File: config.mk
export PLATFORM = sky130hd
export DESIGN_NAME = ped_request_unit
export DESIGN_NICKNAME = d
export VERILOG_FILES = /design/src/rtl/ped_pkg.sv /design/src/rtl/btn_debounce.sv /design/src/rtl/ped_request_unit.sv
export SDC_FILE = /design/constraint.sdc
export NUM_CORES = 1
export LEC_CHECK = 0
export CORE_UTILIZATION = 45
export DETAILED_ROUTE_END_ITERATION = 10
export PLACE_DENSITY = 0.67
export SLEW_MARGIN = 20
export SYNTH_ARGS = -nofsm -noshare
export SYNTH_HDL_FRONTEND = slang
export SYNTH_SLANG_ARGS = --single-unit
File: constraint.sdc
create_clock -name clk -period 2.4 [get_ports clk]
set_input_delay 0.48 -clock clk [delete_from_list [all_inputs] [get_ports clk]]
set_output_delay 0.48 -clock clk [all_outputs]
set_load 0.05 [all_outputs]
File: src/rtl/ped_pkg.sv
// rtl/ped_pkg.sv - shared types and default parameters for the pedestrian request unit
package ped_pkg;

    typedef enum logic [1:0] {
        IDLE    = 2'b00,
        ARMED   = 2'b01,
        SERVING = 2'b10,
        HOLDOFF = 2'b11
    } ped_state_t;

    localparam int TICK_DIV_DEF      = 1000;
    localparam int DB_CYCLES_DEF     = 16;
    localparam int HOLDOFF_TICKS_DEF = 8;

endpackage

File: src/rtl/btn_debounce.sv
// rtl/btn_debounce.sv - button synchroniser, debouncer and debounced rising-edge pulse
module btn_debounce
    import ped_pkg::*;
#(
    parameter int DB_CYCLES = DB_CYCLES_DEF
) (
    input  logic clk,
    input  logic reset_n,
    input  logic btn_raw,
    output logic db,
    output logic press_evt
);

    localparam int CW = $clog2(DB_CYCLES);
    localparam logic [CW-1:0] CNT_LAST = CW'(DB_CYCLES - 1);

    logic          sync1_q;
    logic          btn_s_q;
    logic          db_q, db_d;
    logic          db_dly_q;
    logic [CW-1:0] cnt_q, cnt_d;

    // The counter only runs while the synchronised level disagrees with db,
    // so any disagreement shorter than DB_CYCLES samples is forgotten.
    always_comb begin
        db_d  = db_q;
        cnt_d = '0;
        if (btn_s_q != db_q) begin
            if (cnt_q == CNT_LAST) begin
                db_d = ~db_q;
            end else begin
                cnt_d = cnt_q + 1'b1;
            end
        end
    end

    always_ff @(posedge clk or negedge reset_n) begin
        if (!reset_n) begin
            sync1_q  <= 1'b0;
            btn_s_q  <= 1'b0;
            db_q     <= 1'b0;
            db_dly_q <= 1'b0;
            cnt_q    <= '0;
        end else begin
            sync1_q  <= btn_raw;
            btn_s_q  <= sync1_q;
            db_q     <= db_d;
            db_dly_q <= db_q;
            cnt_q    <= cnt_d;
        end
    end

    assign db        = db_q;
    assign press_evt = db_q & ~db_dly_q;

endmodule

File: src/rtl/ped_request_unit.sv
// rtl/ped_request_unit.sv - pedestrian request latch, hold-off timer and phase tick prescaler
module ped_request_unit
    import ped_pkg::*;
#(
    parameter int TICK_DIV      = TICK_DIV_DEF,
    parameter int DB_CYCLES     = DB_CYCLES_DEF,
    parameter int HOLDOFF_TICKS = HOLDOFF_TICKS_DEF
) (
    input  logic clk,
    input  logic reset_n,
    input  logic btn_raw,
    input  logic cross_grant,
    output logic tick,
    output logic ped_req,
    output logic walk_lamp,
    output logic busy
);

    localparam int TW = $clog2(TICK_DIV);
    localparam int HW = $clog2(HOLDOFF_TICKS + 1);
    localparam logic [TW-1:0] TICK_LAST = TW'(TICK_DIV - 1);
    localparam logic [HW-1:0] HO_LOAD   = HW'(HOLDOFF_TICKS);
    localparam logic [HW-1:0] HO_ONE    = HW'(1);

    logic          db_lvl;
    logic          press_evt;
    logic          press_ok;
    logic [TW-1:0] tick_cnt_q, tick_cnt_d;
    logic [HW-1:0] ho_cnt_q;
    ped_state_t    state_q;

    btn_debounce #(
        .DB_CYCLES (DB_CYCLES)
    ) u_db (
        .clk       (clk),
        .reset_n   (reset_n),
        .btn_raw   (btn_raw),
        .db        (db_lvl),
        .press_evt (press_evt)
    );

    // press_evt is only ever asserted while the debounced level is high
    assign press_ok = press_evt & db_lvl;

    assign tick       = (tick_cnt_q == TICK_LAST);
    assign tick_cnt_d = tick ? '0 : tick_cnt_q + 1'b1;

    always_ff @(posedge clk or negedge reset_n) begin
        if (!reset_n) begin
            tick_cnt_q <= '0;
        end else begin
            tick_cnt_q <= tick_cnt_d;
        end
    end

    // Presses outside IDLE are dropped rather than queued.
    always_ff @(posedge clk or negedge reset_n) begin
        if (!reset_n) begin
            state_q  <= IDLE;
            ho_cnt_q <= '0;
        end else begin
            case (state_q)
                IDLE: begin
                    if (press_ok) state_q <= ARMED;
                end
                ARMED: begin
                    if (cross_grant) state_q <= SERVING;
                end
                SERVING: begin
                    if (!cross_grant) begin
                        state_q  <= HOLDOFF;
                        ho_cnt_q <= HO_LOAD;
                    end
                end
                HOLDOFF: begin
                    if (tick) begin
                        ho_cnt_q <= ho_cnt_q - 1'b1;
                        if (ho_cnt_q == HO_ONE) state_q <= IDLE;
                    end
                end
            endcase
        end
    end

    assign ped_req   = (state_q == ARMED);
    assign walk_lamp = (state_q == SERVING);
    assign busy      = (state_q != IDLE);

endmodule
* Yosys cells after proc, flatten, opt, wreduce, memory -nomap -nowiden
Index checks and enable logic that the tools add are counted.
Operators by class: add/sub/neg operators 3, equal/unequal tests 12, multiplexer cells 12, reduce and logical (&&, ||, !) cells 6, bitwise gates (word level) 4
Operator list (count):
- $mux 4 | 4
- $add 10x1->10 const B | 1
- $eq 10x10->1 const B | 1
- $mux 10 | 1
- $mux 2 | 5
- $ne 2x2->1 const B | 5
- $pmux 2 s4 | 1
- $pmux 4 s2 | 1
- $reduce_and 5->1 | 1
- $add 4x1->4 const B | 1
- $eq 2x2->1 const B | 2
- $eq 4x1->1 const B | 1
- $eq 4x4->1 const B | 1
- $reduce_bool 2->1 | 2
- $sub 4x1->4 const B | 1
- $reduce_and 3->1 | 1
- $and 1x1->1 | 2
- $eq 2x1->1 const B | 1
- $logic_not 2->1 | 1
- $not 1->1 | 2
- $reduce_and 2->1 | 1
- $ne 1x1->1 | 1
Word-level totals: register bits after elaboration 24

* Depth between registers and ports, before layout
depth in word-level cells 5, gate-level depth with buffers 6

* By module
From an unflattened synthesis, not the netlist that was laid out.
Unflattened totals: cell total of the unflattened synthesis 116, area, all modules 1283.7 um^2
Modules (own cells, without submodules):
- ped_request_unit | instances 1, area an instance 982.2 um^2, sequential area each 400.4 um^2, cells each 96
- btn_debounce | instances 1, area an instance 301.5 um^2, sequential area each 200.2 um^2, cells each 20

* Worst setup path before layout
Ideal clock, no wire load.
path type flip-flop to flip-flop, from reg tick_cnt_q[0], to reg tick_cnt_q[9], clock period less this slack 2.076 ns, arrival time 1.958 ns, cell stages (with the launch flop) 7, path slack 0.324 ns, path buffers 1, cells stage by stage dfrtp_1 ha_1 nand3_2 nor3_4 clkbuf_1 o21ai_0 a21o_1
On the way: cells in the longest elaborated chain, start to end 2
Ends and longest elaborated chain:
- from (decl) | line ped_request_unit.sv:28 | logic [TW-1:0] tick_cnt_q, tick_cnt_d;
- from (signal assigned) | line ped_request_unit.sv:52 | tick_cnt_q <= tick_cnt_d;
- $eq 10x10->1 | line ped_request_unit.sv:45 | assign tick = (tick_cnt_q == TICK_LAST);
- net tick | line ped_request_unit.sv:13 | output logic tick,
- $mux 10 | line ped_request_unit.sv:46 | assign tick_cnt_d = tick ? '0 : tick_cnt_q + 1'b1;
- net tick_cnt_d[9] | line ped_request_unit.sv:28
The timed path passes the listed nets, and every way through them passes these cells. A chain may end at the register's enable or synchronous reset.

* Worst setup path in the final report
from reg state_q[1], to out ped_req
On the way: cells in the longest elaborated chain, start to end 1
Ends and longest elaborated chain:
- from (decl) | line ped_request_unit.sv:30 | ped_state_t state_q;
- from (signal assigned) | line ped_request_unit.sv:59 | state_q <= IDLE;
- from (signal assigned) | line ped_request_unit.sv:64 | if (press_ok) state_q <= ARMED;
- from (signal assigned) | line ped_request_unit.sv:67 | if (cross_grant) state_q <= SERVING;
- $eq 2x1->1 | line ped_request_unit.sv:85 | assign ped_req = (state_q == ARMED);
- to (decl) | line ped_request_unit.sv:14 | output logic ped_req,
No other way between the ends.

==> impl_metrics.ini <==
[detailed_routing]
routedWlPerCell_um = 12.4
dr.pass1.iters = 5
vias = 807
ant_nets = 0
drt_iter0_drc = 11
vias_per_cell = 5.34
drc = 0
routed_wl_mm = 1.88

[clocking]
clock_latency_ns = 0.32
post-cts-setup-buffer-count = 0
ctsHtreeMaxLevel = 1
cts_tree = yes
holdBufCountCts = 0
cts_sinks = 24
cts_inserted_buffers = 3
clk_pin_slew_ns = 0.14
ctsResizeCount = 1
cts-root-buf = clkbuf_4
cts_buffer_depth = 2

[min_path]
min_to = u_db.btn_s_q$_DFF_PN0_
hold_start = u_db.sync1_q$_DFF_PN0_
min_path_cells = 0
hp-class = reg -> reg

[timing]
max_slew.worst_pin.slew_ns = 0.498
rsz0062_at_grt = false
fin_skew_ns = 0.00607
slew_headroom_pct = 66.8
fmax_ghz = 0.438
min_period_over_period_pct = 95.1
setup_viol = 0
fin_crit_ns = 2.28
fin_tns_setup_ns = 0
finalHoldViolations = 0
hold_slack_ns = 0.363
final-max-slew-violation-count = 0

[floorplanning]
rows = 18
die_h_um = 53.6
dieArea_um2 = 2870
fp.coreArea_um2 = 2500
start_util_pct = 47.8
io_pins = 8
die_w_um = 53.6

[global_route]
grt_pass1_vias = 771
gr-usage-all-layers_pct = 15.9
grt_pass1_wl_mm = 3.28
grt_max_degree = 25
antenna_found_initial = 0
overflow = 0

[yosys]
ys_warn_count = 0
syn_nets = 121
synth_edf_count = 0
synth_area_leader_cell = dfrtp_1
syn_area_um2 = 1200
synth_cell_types = 35
yosys-top-cells-area = dfrtp_1, ha_1, xnor2_1, a21oi_1, o21ai_0
syn_avg_cell_area_um2 = 11.0
async_flop_share_pct = 100
yosysTopAreaCellShare_pct = 50.2
synthFlopType = dfrtp_1
syn_inst = 109
synth_seq_cells = 24
seq_area_frac_synth_pct = 50.2

[layout]
final_cells = 151
synthToLayoutAreaGrowth_pct = 15.3
nFillCells = 216
insertedDiodeCount = 0
drive_gt1_share_pct = 8.26
final_nets = 134

[setup_path]
crit-reg2reg-capture = state_q[1]$_DFFE_PN0P_
timing.rr.start = tick_cnt_q[0]$_DFF_PN0_
reg2reg_depth = 6
worst_ep_required_time_ns = 1.92
crit_path_max_fanout = 4
endpoint_kind = primary output
rrSetupSlack_ns = 0.51
crit_arrival_ns = 1.80
critPathLaunchType = flop
path_class = reg -> out

[placed_design]
place_inst = 147
io_buffers = 7
dp_hpwl_mm = 1.39
gp_congestion = 0.726

[power_and_ir_drop]
ir_worst_vdd_mv = 0.465
power.total_mw = 1.10
power-per-cell-area_nw_per_um2 = 801
leakagePower_nw = 0.638

[outcome]
status = finished clean

[run]
cap_violations = 0
-- where the power goes --
part / total, mW / switching, mW / internal [mW]
registers: 0.452 / 0.0220 / 0.430
clock network: 0.293 / 0.124 / 0.169
logic: 0.360 / 0.229 / 0.131
-- synth_stat cells, types with 3 or more instances --
master   instances
nand3_1          4
inv_1            8
dfrtp_1         24
a22o_1           3
nor2_1           8
a21oi_1          6
xnor2_1          4
nand2_1          6
o21ai_0          6
ha_1             8
xor2_1           3
-- metal layers --
metal	vias to the layer above	track usage [%]	wire length (um)
li1	410	-	-
met1	387	20.7	960
met2	8	26.3	851
met3	2	2.54	47
met4	0	6.58	19
met5	-	0	0
-- critical path: stages (launching register included) --
cell and delay, ns:
dfrtp_1 0.44, inv_1 0.09, ha_1 0.16, clkdlybuf4s50_1 0.80
-- cell usage in the layout (no fill, tap or decap), types with 2 or more instances in the layout --
cell type,instances
mux2_1,2
a22o_1,3
xor2_1,3
clkdlybuf4s50_1,4
a21oi_1,6
nand4b_1,2
inv_1,8
nor2_1,8
xnor2_1,4
buf_4,2
o21ai_0,6
nor3b_1,2
nand3_1,4
nor2b_1,2
clkbuf_4,3
ha_1,8
nand2_1,6
mux2i_1,2
dfrtp_1,24
-- through the flow --
step	area [um^2]	setup slack, ns	util, %
after floorplan	1200	0.324	-
after global placement	1330	0.376	53.0
after detailed placement	1330	0.307	53.0
after CTS	1380	0.0226	55.1
after global routing	1380	0.0179	55.2
final	1380	0.118	55.2
-- registers in the layout, summed over array words and instances (netlist names) --
signal / cells
ho_cnt_q: 4
state_q: 2
tick_cnt_q: 10
u_db.btn_s_q: 1
u_db.cnt_q: 4
u_db.db: 1
u_db.db_dly_q: 1
u_db.sync1_q: 1
-- worst max-delay path by stage --
| stage | from | end | slack, ns | cells past startpoint |
|---|---|---|---|---|
| 3_3_place_gp | state_q[0]$_DFFE_PN0P_ | walk_lamp | 0.38 | 3 |
| 5_1_grt | state_q[1]$_DFFE_PN0P_ | ped_req | 0.02 | 3 |
| 6_report | state_q[1]$_DFFE_PN0P_ | ped_req | 0.12 | 3 |
| 3_5_place_dp | state_q[0]$_DFFE_PN0P_ | walk_lamp | 0.31 | 3 |
| 2_1_floorplan | tick_cnt_q[0]$_DFF_PN0_ | tick_cnt_q[9]$_DFF_PN0_ | 0.32 | 6 |
| 4_1_cts | state_q[0]$_DFFE_PN0P_ | busy | 0.02 | 4 |
-- cell type report --
type / count / area, um^2 / area share, %
inverter: 8 / 30.0 / 2.18
tap: 30 / 37.5 / 2.72
clock buffer: 3 / 22.5 / 1.63
multi-input combinational: 76 / 562 / 40.7
sequential: 24 / 601 / 43.6
timing repair buffer: 9 / 96.3 / 6.99
clock inverter: 1 / 30.0 / 2.18
-- cell families after synthesis --
group / synth area share [%]
simple gates: 17.9
flops: 50.2
compound gates: 11.1
buf+inv: 2.82
fa+ha+maj: 8.37
xor+xnor: 5.13
mux: 4.50
(Power assumes the default switching activity.)
